===== src/rtl/cube_match_pkg.sv =====
// Shared types and helpers for the cube (product-term) match monitor.
// The cube record is sized for the widest supported word; narrower instances zero-extend.
package cube_match_pkg;

  localparam int unsigned DEFAULT_WIDTH = 4;
  localparam int unsigned DEFAULT_CNT_W = 16;
  localparam int unsigned MAX_WIDTH     = 64;

  // Unused upper mask bits stay 0, so they are don't-cares for any narrower word.
  typedef struct packed {
    logic [MAX_WIDTH-1:0] mask;
    logic [MAX_WIDTH-1:0] value;
  } cube_t;

  function automatic logic cube_hit(input cube_t cube, input logic [MAX_WIDTH-1:0] data);
    return &(~cube.mask | ~(data ^ cube.value));
  endfunction

endpackage


===== src/rtl/cube_match_monitor_sat_counter.sv =====
// Saturating event counter with synchronous clear; clear wins over increment.
module sat_counter #(
  parameter int unsigned CNT_W = 16
) (
  input  logic             clk,
  input  logic             rst_n,
  input  logic             inc,
  input  logic             clr,
  output logic [CNT_W-1:0] count,
  output logic             at_max
);

  logic [CNT_W-1:0] count_q;

  assign at_max = &count_q;
  assign count  = count_q;

  always_ff @(posedge clk or negedge rst_n) begin
    if (!rst_n) begin
      count_q <= '0;
    end else if (clr) begin
      count_q <= '0;
    end else if (inc && !at_max) begin
      count_q <= count_q + CNT_W'(1);
    end
  end

endmodule


===== src/rtl/cube_match_monitor.sv =====
// Registered cube detector: one-cycle match pipeline plus saturating hit and
// hit-toggle counters for switching-activity measurement.
module cube_match_monitor
  import cube_match_pkg::*;
#(
  parameter int unsigned WIDTH = DEFAULT_WIDTH,
  parameter int unsigned CNT_W = DEFAULT_CNT_W
) (
  input  logic             clk,
  input  logic             rst_n,
  input  logic             cfg_we,
  input  logic [WIDTH-1:0] cfg_mask,
  input  logic [WIDTH-1:0] cfg_value,
  input  logic             in_valid,
  input  logic [WIDTH-1:0] in_data,
  input  logic             clr,
  output logic             hit_valid,
  output logic             hit,
  output logic [CNT_W-1:0] hit_count,
  output logic [CNT_W-1:0] toggle_count,
  output logic             sat
);

  cube_t cube_q;
  logic  hit_valid_q;
  logic  hit_q;
  logic  match;
  logic  new_hit;
  logic  toggle_inc;
  logic  hit_at_max;
  logic  tog_at_max;

  // Compared against the cube currently held, so a same-cycle cfg_we sees the old cube.
  assign match      = cube_hit(cube_q, MAX_WIDTH'(in_data));
  assign new_hit    = in_valid & match;
  assign toggle_inc = new_hit ^ hit_q;

  always_ff @(posedge clk or negedge rst_n) begin
    if (!rst_n) begin
      cube_q      <= '0;
      hit_valid_q <= 1'b0;
      hit_q       <= 1'b0;
    end else begin
      if (cfg_we) begin
        cube_q.mask  <= MAX_WIDTH'(cfg_mask);
        cube_q.value <= MAX_WIDTH'(cfg_value);
      end
      hit_valid_q <= in_valid;
      hit_q       <= new_hit;
    end
  end

  sat_counter #(.CNT_W(CNT_W)) u_hit_cnt (
    .clk    (clk),
    .rst_n  (rst_n),
    .inc    (new_hit),
    .clr    (clr),
    .count  (hit_count),
    .at_max (hit_at_max)
  );

  sat_counter #(.CNT_W(CNT_W)) u_tog_cnt (
    .clk    (clk),
    .rst_n  (rst_n),
    .inc    (toggle_inc),
    .clr    (clr),
    .count  (toggle_count),
    .at_max (tog_at_max)
  );

  // Counters only leave all-ones via clr/reset, which also clear sat, so a plain OR is sticky.
  assign sat       = hit_at_max | tog_at_max;
  assign hit_valid = hit_valid_q;
  assign hit       = hit_q;

endmodule


===== config.mk =====
export PLATFORM = sky130hd
export DESIGN_NAME = cube_match_monitor
export DESIGN_NICKNAME = d
export VERILOG_FILES = /design/src/rtl/cube_match_pkg.sv /design/src/rtl/cube_match_monitor_sat_counter.sv /design/src/rtl/cube_match_monitor.sv
export SDC_FILE = /design/constraint.sdc
export NUM_CORES = 1
export LEC_CHECK = 0
export BUFFER_PORTS_ARGS = -buffer_cell sky130_fd_sc_hd__buf_2
export CORE_MARGIN = 4
export CORE_UTILIZATION = 40
export CTS_CLUSTER_DIAMETER = 80
export CTS_CLUSTER_SIZE = 25
export DETAILED_ROUTE_END_ITERATION = 8
export PLACE_DENSITY = 0.64
export SETUP_SLACK_MARGIN = 0.5
export SLEW_MARGIN = 40
export SYNTH_ARGS = -nofsm -noshare
export SYNTH_HDL_FRONTEND = slang
export SYNTH_SLANG_ARGS = --single-unit

===== constraint.sdc =====
create_clock -name clk -period 2.4 [get_ports clk]
set_input_delay 0.48 -clock clk [delete_from_list [all_inputs] [get_ports clk]]
set_output_delay 0.48 -clock clk [all_outputs]
set_load 0.01 [all_outputs]

==> metrics <==
status finished clean; wire length per cell 15.7 um; CTS Buf Count 5; CTS H-Tree Depth 2; largest net degree at the start of global routing 44; CP Class flip-flop to flip-flop; area delta synth->final 37.6%; post-place setup slack about 73 ps; GRT Residual Overflow 0; first-pass GRT wire length 10200 um; die area around 0.0075 mm^2; Setup TNS Final 0 ps; initial antenna violation count 0; vias in the first global route 2148; layout cells sized above 1 46.8%; root buffer cell clkbuf_8; Clock Path Buffers 2; RSZ-0062 raised after global routing yes; count of final max-slew check failures 0; Highest Clock Rate roughly 480 MHz; n_diodes 0; remaining routing DRC violations 0; fin crit period ~2100 ps; peak supply drop 0.311 mV; Core Region 0.00596 mm^2; GP Congestion around 0.83; Syn Area/Cell between 9 and 10 um^2; most used flip-flop cell after synthesis dfrtp_1; Crit Path Max Fanout 7; hold_buf cts 0; initial core utilization 41.4%; clk_lat worst skew 300 ps; post-route ant nets 0; Buffers on Ports slightly above 50; gr usage total about 17%; Yosys top cell area share a little over two fifths; Rows 28; Synth Instances between 200 and 300; synthesized net count approximately 280; clk_skew a little under 10 ps; distinct cell type count after synthesis 38; Via density roughly 5.6; crit path DAT between 2000 and 2500 ps; Worst slew margin between 40% and 50%; crit share post-route ~87%; # IOs 52; Die Wd approximately 87 um; Worst-path clk slew ~90 ps; Vias about 2300; final-stage net count 349; router iterations before antenna repair 5; commonest non-fill, non-tap cell in the layout buf_2; commonest cells after routing, fill and taps aside buf_2, dfrtp_1, nor2_1; CTS tree built; ranking of synthesized cells by area dfrtp_1, mux2_2, nand4_1; top cell type by total area after synthesis dfrtp_1; Final Hold Vio Count 0; asr flop ratio synth 100%; Post-synth EDFFs 0; synthesized flop and latch total 42; leak pwr 1.47 nW; clock sinks 42; total routed wirelength 6360 um; sequential area share after synthesis ~43%; Die H 86.6 um; Post-DP HPWL between 4000 and 5000 um; maxcap violations 0; Worst Path Required ~2600 ps; Worst setup EP type flip-flop; setup slack after layout between 300 and 400 ps; Initial DRC Count slightly above 100; Cell Area, Synth around 0.0025 mm^2; crit start category flip-flop; final-report setup violation count 0; PD cells around 490 mW/mm^2; Worst Hold Class input port to asynchronous set/reset pin; Syn. warnings 0; worst-margin pin slew 835 ps
[flip-flops by register name, summed over array words and instances, names as in the netlist]
register	cells
cube_q	8
hit	1
hit_valid	1
u_hit_cnt.count	16
u_tog_cnt.count	16
[metal layers]
layer	track usage, %	vias to the layer above	part of all wire, %
li1	-	1106	-
met1	22.8	1126	43
met2	28.6	43	52
met3	2.85	7	3.9
met4	3.97	0	0.72
met5	0	-	0
[synth_stat cells (2+ instances only)]
| master | number |
|---|---|
| o21ba_2 | 2 |
| xor2_1 | 6 |
| or4_1 | 6 |
| and2_1 | 3 |
| mux2i_1 | 5 |
| a2111o_1 | 2 |
| o31ai_1 | 6 |
| nand2_1 | 14 |
| a211oi_1 | 3 |
| inv_1 | 4 |
| ha_1 | 2 |
| mux2_2 | 23 |
| nor2_1 | 21 |
| and3_1 | 7 |
| nand2b_1 | 2 |
| a21boi_0 | 2 |
| nand4_1 | 18 |
| a21oi_1 | 14 |
| o21ai_0 | 2 |
| dfrtp_1 | 42 |
| a21o_1 | 4 |
| o31a_1 | 2 |
| and4_1 | 4 |
| nand3_1 | 20 |
| nor4_1 | 4 |
| or3_1 | 3 |
| buf_2 | 3 |
| nor3_1 | 3 |
| clkbuf_1 | 12 |
| nor2b_1 | 12 |
[layout make-up]
class	count	area, um^2
Fill cell	551	2560
Multi-Input combinational cell	198	1590
Sequential cell	42	1060
Timing Repair Buffer	79	532
Tap cell	75	93.8
Clock buffer	5	68.8
Clock inverter	3	43.8
Inverter	4	15.0
[cells by family after synthesis]
| family | count (synthesis) | share of synthesized area (%) |
|---|---|---|
| DFF | 42 | 42.6 |
| muxes | 28 | 12.5 |
| adders and majority gates | 2 | 1.01 |
| AOI/OAI and AO/OA | 41 | 11.6 |
| buffers and inverters | 19 | 3.04 |
| and+or+nand+nor | 120 | 26.8 |
| xor gates and xnor gates | 7 | 2.48 |
[critical path, stage by stage, from the launching register on]
cell	delay (ps)
dfrtp_1	400
xor2_1	150
a222oi_1	340
buf_4	210
and2_4	160
buf_12	140
mux2_4	310
mux2_2	260
[metrics by stage]
stage          hold slack, ps  utilization (%)  cells  area (um^2)  total power [mW]
3_5_place_dp              494             48.4    380         2880             0.994
6_report                  153             57.0    406         3400              1.65
3_3_place_gp              487             48.4    380         2880             0.989
2_1_floorplan             184                -    259         2520             0.908
4_1_cts                   170             52.5    396         3130              1.61
5_1_grt                   189             57.0    406         3400              1.72
[worst paths after layout]
kind | from | endpoint | slack [ps] | cells past startpoint
max reg2reg | cube_q[0] | u_tog_cnt.count[4] | 310 | 7
min in group clk | in_valid | hit_valid | 300 | 1
max | cube_q[0] | u_tog_cnt.count[4] | 310 | 7
min reg2reg | cube_q[66] | cube_q[66] | 510 | 1
max in group asynchronous | rst_n | u_tog_cnt.count[3] | 1720 | 2
min | rst_n | u_hit_cnt.count[8] | 150 | 1
[power breakdown]
group / leakage (nW) / switching [mW] / internal (mW)
clock network: 0.0585 / 0.273 / 0.312
logic: 0.858 / 0.158 / 0.156
registers: 0.554 / 0.0234 / 0.733
[timing repair]
action,in CTS,in global routing
buffers inserted,8,10
pin swaps,7,17
endpoints found under the setup margin,27,31
resized for setup,17,42
hold endpoints to repair,0,0
Power figures use the tool's default switching activity.
